**src/rtl/div_pkg.sv**
```systemverilog
// Shared definitions for the iterative divider: FSM encoding, the
// divide-by-zero quotient pattern and the iteration-counter width helper.
package div_pkg;

    typedef enum logic [1:0] {
        IDLE = 2'd0,
        RUN  = 2'd1,
        FIX  = 2'd2
    } state_t;

    // Wide enough for any supported WIDTH; users slice the low WIDTH bits.
    localparam logic [63:0] DIV_ZERO_QUO = '1;

    function automatic int clog2(input int value);
        int result;
        result = 0;
        for (int i = 0; i < 31; i++) begin
            if ((1 << i) < value) result = i + 1;
        end
        return (result < 1) ? 1 : result;
    endfunction

endpackage

```
**src/rtl/div_step.sv**
```systemverilog
// One restoring shift-subtract step: shift the next dividend bit into the
// partial remainder and keep the difference only if it stayed non-negative.
module div_step
    import div_pkg::*;
#(
    parameter int WIDTH = 32
) (
    input  logic [WIDTH-1:0] rem_in,
    input  logic             dvd_msb,
    input  logic [WIDTH-1:0] divisor,
    output logic [WIDTH-1:0] rem_out,
    output logic             q_bit
);

    logic        [WIDTH:0] shifted;
    logic signed [WIDTH:0] trial;

    // rem_in < divisor holds, so the difference always fits in WIDTH+1 signed bits.
    assign shifted = {rem_in, dvd_msb};
    assign trial   = signed'(shifted - {1'b0, divisor});
    assign q_bit   = ~trial[WIDTH];
    assign rem_out = q_bit ? trial[WIDTH-1:0] : shifted[WIDTH-1:0];

endmodule

```
**src/rtl/div_iter.sv**
```systemverilog
// Multi-cycle restoring divider for DIV/DIVU: one quotient bit per clock,
// sign correction in a final cycle, results held until the next completion.
module div_iter
    import div_pkg::*;
#(
    parameter int WIDTH = 32
) (
    input  logic             clk,
    input  logic             reset,
    input  logic             start,
    input  logic             sign,
    input  logic [WIDTH-1:0] a,
    input  logic [WIDTH-1:0] b,
    output logic             busy,
    output logic             done,
    output logic [WIDTH-1:0] quo,
    output logic [WIDTH-1:0] rem,
    output logic             div_zero
);

    localparam int CNT_W = clog2(WIDTH);

    state_t           state, state_next;
    logic [CNT_W-1:0] cnt;
    logic [WIDTH-1:0] rem_p;
    logic [WIDTH-1:0] dvd;
    logic [WIDTH-1:0] dvs;
    logic             sign_q;
    logic             sign_r;
    logic [WIDTH-1:0] step_rem;
    logic             step_bit;
    logic             b_zero;

    assign b_zero = (b == '0);
    assign busy   = (state != IDLE);

    div_step #(.WIDTH(WIDTH)) u_step (
        .rem_in  (rem_p),
        .dvd_msb (dvd[WIDTH-1]),
        .divisor (dvs),
        .rem_out (step_rem),
        .q_bit   (step_bit)
    );

    always_ff @(posedge clk) begin
        if (reset) state <= IDLE;
        else       state <= state_next;
    end

    always_comb begin
        state_next = state;
        case (state)
            IDLE:    if (start && !b_zero) state_next = RUN;
            RUN:     if (cnt == CNT_W'(WIDTH - 1)) state_next = FIX;
            FIX:     state_next = IDLE;
            default: state_next = IDLE;
        endcase
    end

    // Control and visible results are reset; working operands are not.
    always_ff @(posedge clk) begin
        if (reset) begin
            done     <= 1'b0;
            div_zero <= 1'b0;
            quo      <= '0;
            rem      <= '0;
            cnt      <= '0;
        end else begin
            done <= 1'b0;
            case (state)
                IDLE: begin
                    if (start) begin
                        if (b_zero) begin
                            quo      <= DIV_ZERO_QUO[WIDTH-1:0];
                            rem      <= a;
                            div_zero <= 1'b1;
                            done     <= 1'b1;
                        end else begin
                            cnt <= '0;
                        end
                    end
                end
                RUN: begin
                    cnt <= cnt + 1'b1;
                end
                FIX: begin
                    quo      <= sign_q ? -dvd : dvd;
                    rem      <= sign_r ? -rem_p : rem_p;
                    div_zero <= 1'b0;
                    done     <= 1'b1;
                end
                default: ;
            endcase
        end
    end

    // The dividend register shifts out dividend bits and fills with quotient bits.
    always_ff @(posedge clk) begin
        case (state)
            IDLE: begin
                if (start && !b_zero) begin
                    dvd    <= (sign && a[WIDTH-1]) ? -a : a;
                    dvs    <= (sign && b[WIDTH-1]) ? -b : b;
                    sign_q <= sign & (a[WIDTH-1] ^ b[WIDTH-1]);
                    sign_r <= sign & a[WIDTH-1];
                    rem_p  <= '0;
                end
            end
            RUN: begin
                rem_p <= step_rem;
                dvd   <= {dvd[WIDTH-2:0], step_bit};
            end
            default: ;
        endcase
    end

endmodule

```
**config.mk**
```make
export PLATFORM = sky130hd
export DESIGN_NAME = div_iter
export DESIGN_NICKNAME = d
export VERILOG_FILES = /design/src/rtl/div_pkg.sv /design/src/rtl/div_step.sv /design/src/rtl/div_iter.sv
export SDC_FILE = /design/constraint.sdc
export NUM_CORES = 1
export LEC_CHECK = 0
export BUFFER_PORTS_ARGS = -buffer_cell sky130_fd_sc_hd__buf_2
export CAP_MARGIN = 20
export CORE_MARGIN = 2
export CORE_UTILIZATION = 30
export CTS_CLUSTER_SIZE = 10
export DETAILED_ROUTE_END_ITERATION = 16
export PLACE_DENSITY = 0.5
export SLEW_MARGIN = 25
export SYNTH_ARGS = -nofsm -noshare
export SYNTH_HDL_FRONTEND = slang
export SYNTH_SLANG_ARGS = --single-unit
```
**constraint.sdc**
```tcl
create_clock -name clk -period 5.9 [get_ports clk]
set_input_delay 0.295 -clock clk [delete_from_list [all_inputs] [get_ports clk]]
set_output_delay 0.295 -clock clk [all_outputs]
set_load 0.02 [all_outputs]
```
==> results.py, run 1 <==
metrics = {
    "run_status": {
        "status": "finished clean",
    },
    "flow_run": {
        "cap_violations": 0,
    },
    "floorplanning": {
        "die_area_sq_um": 37600,
        "pin_count": 135,
        "initial_core_util_pct": 30.5,
        "die_h_um": 194,
        "core-area_sq_um": 35600,
        "rows": 69,
        "die_x_um": 194,
    },
    "cts": {
        "cts_max_level": 4,
        "max-clock-path-buffers": 2,
        "cts_setup_buffers": 0,
        "clock_sinks": 171,
        "clk_latency_ns": 0.44,
        "ctsResizeCount": 0,
        "cts_hold_buf": 0,
        "clockRootBuffer": "clkbuf_16",
        "cts_tree": "built",
        "clk_pin_slew_ns": 0.07,
        "cts_buffers": 17,
    },
    "logic_synthesis": {
        "syn_area_sq_um": 10800,
        "synth_top_cells_by_area": "edfxtp_1, dfxtp_1, xnor2_1",
        "syn_nets": 1334,
        "yosysSeqAreaShare_pct": 40.7,
        "synth_edf_count": 98,
        "yosysWarnings": 0,
        "ys_types": 55,
        "syn_avg_cell_area_sq_um": 8.83,
        "synth_top_area_cell": "edfxtp_1",
        "synthArstFlopShare_pct": 0,
        "yosys_most_used_dff": "edfxtp_1",
        "netlist.area_leader.share_pct": 27.2,
        "synthCells": 1227,
        "synth_seq_cells": 171,
        "yosysMostFrequentCell": "nand2_1",
        "yosys-top-cells-count": "nand2_1, nor2_1, edfxtp_1",
    },
    "routing": {
        "drtIter0Drc": 445,
        "vias": 9033,
        "drt-total-wl_um": 29200,
        "drc_errors": 0,
        "wl_per_cell_um": 16.2,
        "dr.pass1.iters": 5,
        "vias_per_cell": 5.00,
        "drtAntennaViolNets": 0,
    },
    "pwr": {
        "power_density_nw_per_um2": 294,
        "fin_total_pwr_mw": 3.71,
        "ir_worst_vdd_mv": 0.186,
        "leakage_nw": 4.97,
    },
    "sta": {
        "post-route-min-period_ns": 3.89,
        "final_hold_viol_count": 0,
        "setup_viol": 0,
        "slew_violations": 0,
        "slew_headroom_pct": 40.1,
        "tns_ns": 0,
        "fin_crit_sh_pct": 65.9,
        "fin_worst_skew_ns": 0.0162,
        "fmax_mhz": 257,
        "timing.hold.ws_ns": 0.125,
        "worst_slew_pin_slew_ns": 0.890,
        "rsz0062_at_grt": "false",
    },
    "critical_path": {
        "critPathRequiredTime_ns": 6.06,
        "crit_type": "register to register",
        "reg2reg_setup_slack_ns": 2.01,
        "worst-path-max-fanout": 35,
        "r2r-end": "rem_p[12]",
        "critPathLaunchType": "register",
        "r2r_cells": 12,
        "r2r-start": "rem_p[24]",
        "end_kind": "register",
        "critPathArrivalTime_ns": 4.05,
    },
    "hold_path": {
        "min_from": "b[0]",
        "min_path_cells": 1,
        "min_path_type": "input port to register",
        "min_to": "dvs[0]",
    },
    "grt": {
        "grt_pass1_wl_um": 47100,
        "grt_usage_pct": 15.6,
        "grt_max_degree": 74,
        "overflow": 0,
        "antenna_found_initial": 1,
        "grt_pass1_vias": 8605,
    },
    "place": {
        "place_hpwl_um": 21900,
        "place_congestion": 0.801,
        "portBuffers": 134,
    },
    "finish": {
        "layout-area-overhead-vs-synth_pct": 16.4,
        "final_util_pct": 35.5,
        "num-nets-final": 1438,
        "layout-drive-gt1-share_pct": 14.7,
    },
}
-- registers in the layout (all words and copies together), names as in the netlist --
register	cells
done	1
state	2
cnt	5
sign_q	1
rem_p	32
rem	32
sign_r	1
dvs	32
quo	32
div_zero	1
dvd	32
-- layout make-up --
| type | instances | area [sq um] |
|---|---|---|
| repair buffers | 146 | 773 |
| clock buffers | 22 | 539 |
| flip-flops and latches | 171 | 4400 |
| multi-input cells | 939 | 6030 |
| clock inverters | 10 | 81.3 |
| diodes | 1 | 2.50 |
| fillers | 3702 | 23000 |
| well taps | 461 | 577 |
| inverters | 56 | 210 |
-- per-layer routing --
layer,track usage (%),vias up,wire [um]
met4,3.62,2,404
met2,24.8,183,13300
li1,-,4639,-
met3,3.11,25,1180
met5,0,-,7
met1,21.6,4184,14400
-- power breakdown --
part,total (mW),internal (mW),switching (mW),leakage (nW)
clock network,1.17,0.662,0.510,0.310
logic,1.01,0.433,0.573,3.08
registers,1.53,1.39,0.139,1.58
-- stage by stage --
step,area (sq um),std cells,setup WS [ns]
after global placement,12000,1772,2.16
after global routing,12600,1805,1.76
after CTS,12600,1804,2.08
after floorplan,10800,1227,2.30
after detailed placement,12000,1772,2.10
final,12600,1806,2.01
-- worst max path at each step --
stage	cells after the start	from	to
floorplan	14	rem_p[24]	rem_p[10]
global placement	12	rem_p[24]	rem_p[3]
detailed placement	14	dvd[31]	rem_p[14]
CTS	14	dvd[31]	rem_p[14]
global route	12	rem_p[24]	rem_p[30]
finish	12	rem_p[24]	rem_p[12]
-- cells by family (layout without fill, tap and decap cells) --
family | after synthesis | count (layout) | synth area share [%]
other | 0 | 1 | 0
muxes | 30 | 30 | 2.78
xor gates and xnor gates | 142 | 142 | 11.5
AOI/OAI and AO/OA | 300 | 300 | 18.7
buffers and inverters | 117 | 234 | 4.10
DFF | 171 | 171 | 40.7
adders and majority gates | 39 | 39 | 4.57
and+or+nand+nor | 428 | 428 | 17.7
-- placed cells by master (no fill, tap or decap), types with 11 or more instances in the layout --
master and n:
a21oi_1 68, nand2_1 163, xor2_1 68, clkbuf_16 21
mux2i_1 29, ha_1 38, dfxtp_1 73, nor2_1 139
nand2b_1 14, a311oi_1 32, xnor2_1 73, nor3_1 28
buf_2 134, buf_4 11, inv_1 55, o21ai_0 74
o41ai_1 13, a221oi_1 33, edfxtp_1 98, or4_1 13
o31ai_1 25
-- critical path, stage by stage (launching register included) --
cell and delay (ns):
edfxtp_1 0.51, ha_1 0.45, a21oi_1 0.23, nor2_1 0.07, a211o_1 0.31, a211oi_1 0.24
nor2_1 0.07, a2111oi_0 0.48, o31a_1 0.26, xnor2_2 0.15, buf_4 0.49, mux2i_1 0.27
nor2_1 0.06
Power figures use the tool's default switching activity.
==> run 2: changes to the inputs <==
==> constraint.sdc (replaced) <==
create_clock -name clk -period 3.7 [get_ports clk]
set_input_delay 0.185 -clock clk [delete_from_list [all_inputs] [get_ports clk]]
set_output_delay 0.185 -clock clk [all_outputs]
set_load 0.02 [all_outputs]
==> results.py, run 2 (synthesis results as in run 1) <==
metrics = {
    "critical_path": {
        "cp_slowest_stage_delay_ns": 0.56,
        "crit_cells": 12,
        "critPathTopFamily": "compound AO/OA/AOI/OAI gates",
        "slowest_stage": "a2111oi_1",
        "critPathBufInv": 1,
        "end_kind": "register",
        "critPathLaunchType": "register",
        "r2r_cells": 12,
        "crit_path_frequent_cell": "nor2_1",
        "critPathRequiredTime_ns": 3.89,
        "crit_type": "register to register",
        "crit_chain": "ha_1 -> nand2_1 -> nor2_1 -> a211o_1 -> a211oi_1 -> nor2_1 -> a2111oi_1 -> o31a_1 -> xnor2_2 -> buf_12 -> mux2i_1 -> nor2_1",
        "critPathArrivalTime_ns": 3.70,
        "worst-path-max-fanout": 29,
    },
    "cts": {
        "max-clock-path-buffers": 2,
        "clk_pin_slew_ns": 0.09,
        "cts_max_level": 4,
        "cts_tree": "built",
        "cts_buffers": 17,
        "clk_latency_ns": 0.46,
        "clock_sinks": 171,
        "clockRootBuffer": "clkbuf_16",
        "cts_setup_buffers": 0,
    },
    "floorplanning": {
        "rows": 69,
        "initial_core_util_pct": 30.5,
        "pin_count": 135,
        "die_area_sq_um": 37600,
        "die_x_um": 194,
        "core-area_sq_um": 35600,
        "die_h_um": 194,
    },
    "place": {
        "dpl_cell_area_sq_um": 12300,
        "place_hpwl_um": 23400,
        "place_congestion": 0.795,
        "portBuffers": 134,
        "dp.cells": 1811,
    },
    "grt": {
        "antenna_found_initial": 1,
        "grt_pass1_wl_um": 47900,
        "grt_max_degree": 55,
        "grt_usage_pct": 15.9,
        "overflow": 0,
        "grt_pass1_vias": 8636,
    },
    "sta": {
        "fin_crit_sh_pct": 95.0,
        "final_hold_viol_count": 0,
        "rsz0062_at_grt": "false",
        "fmax_mhz": 285,
        "setup_viol": 0,
        "tns_ns": 0,
        "fin_worst_skew_ns": 0.0259,
        "timing.hold.ws_ns": 0.0284,
        "slew_violations": 0,
        "worst_slew_pin_slew_ns": 0.992,
        "post-route-min-period_ns": 3.51,
        "slew_headroom_pct": 33.6,
    },
    "finish": {
        "final_area_sq_um": 12900,
        "n_fill_cell": 3715,
        "layout-drive-gt1-share_pct": 17.0,
        "diodes": 0,
        "mostFrequentLayoutCells": "nand2_1, nor2_1, buf_2",
        "layout-area-overhead-vs-synth_pct": 19.1,
        "num-nets-final": 1478,
        "instances_no_fill": 1845,
        "layout.cells.most_common": "nand2_1",
    },
    "run_status": {
        "status": "finished clean",
    },
    "pwr": {
        "ir_worst_vdd_mv": 0.318,
        "power_density_nw_per_um2": 462,
        "leakage_nw": 5.16,
        "fin_total_pwr_mw": 5.97,
    },
    "hold_path": {
        "min_path_type": "input port to register",
        "min_path_cells": 3,
    },
    "routing": {
        "vias_per_cell": 4.96,
        "drc_errors": 0,
        "dr.pass1.iters": 6,
        "vias": 9147,
        "drtAntennaViolNets": 0,
        "wl_per_cell_um": 16.3,
        "drtIter0Drc": 617,
        "drt-total-wl_um": 30100,
    },
    "flow_run": {
        "cap_violations": 0,
    },
}
==> run 2: cell types whose count changed in the layout (fill, tap and decap cells not counted), moves of 2 or more <==
cell / change
clkinv_4: +2
inv_6: -3
clkinv_8: +3
buf_12: +2
buf_4: +37
inv_8: +4
clkbuf_16: -4
==> run 2: tightest hold or removal path, cell delays in order <==
cell and delay, ns:
buf_2 0.13, nand2_1 0.06, a311oi_1 0.07
==> run 2: per-layer routing <==
layer	track usage [%]	wire, um	vias up
li1	-	-	4705
met3	2.54	1330	37
met4	4.46	524	0
met1	22.0	14300	4202
met5	0	0	-
met2	25.8	13900	203
==> run 2: path summary, 6_finish.rpt <==
kind / startpoint / endpoint / slack (ns)
setup / recovery: rem_p[26] / rem_p[11] / 0.19
hold / removal: a[30] / rem[30] / 0.03
setup reg to reg: rem_p[26] / rem_p[11] / 0.19
hold reg to reg: rem[30] / rem[30] / 0.48
==> run 2: per-stage QoR <==
stage	util, %	worst slack (ns)
6_report	36.3	0.187
5_1_grt	36.3	0.00296
4_1_cts	36.2	0.0446
3_5_place_dp	34.5	0.0832
3_3_place_gp	34.5	-0.0297
2_1_floorplan	-	0.0979
==> run 2: timing repair <==
action | 4_1_cts | 5_1_grt
hold buffers | 1 | 0
setup endpoints to repair | 0 | 28
resized for setup | 0 | 2
endpoints found under the hold margin | 1 | 0
==> run 2: power breakdown <==
group          total (mW)  internal [mW]  switching [mW]  leakage (nW)
logic                1.80          0.795            1.00          3.29
registers            2.39           2.21           0.173          1.58
clock network        1.78          0.904           0.878         0.286
==> run 2: cell type report <==
class	count	area (sq um)	area share (%)
multi-input cells	939	6030	46.7
flip-flops and latches	171	4400	34.1
repair buffers	186	1100	8.53
well taps	461	577	4.47
clock buffers	18	429	3.32
inverters	56	210	1.63
clock inverters	14	155	1.20
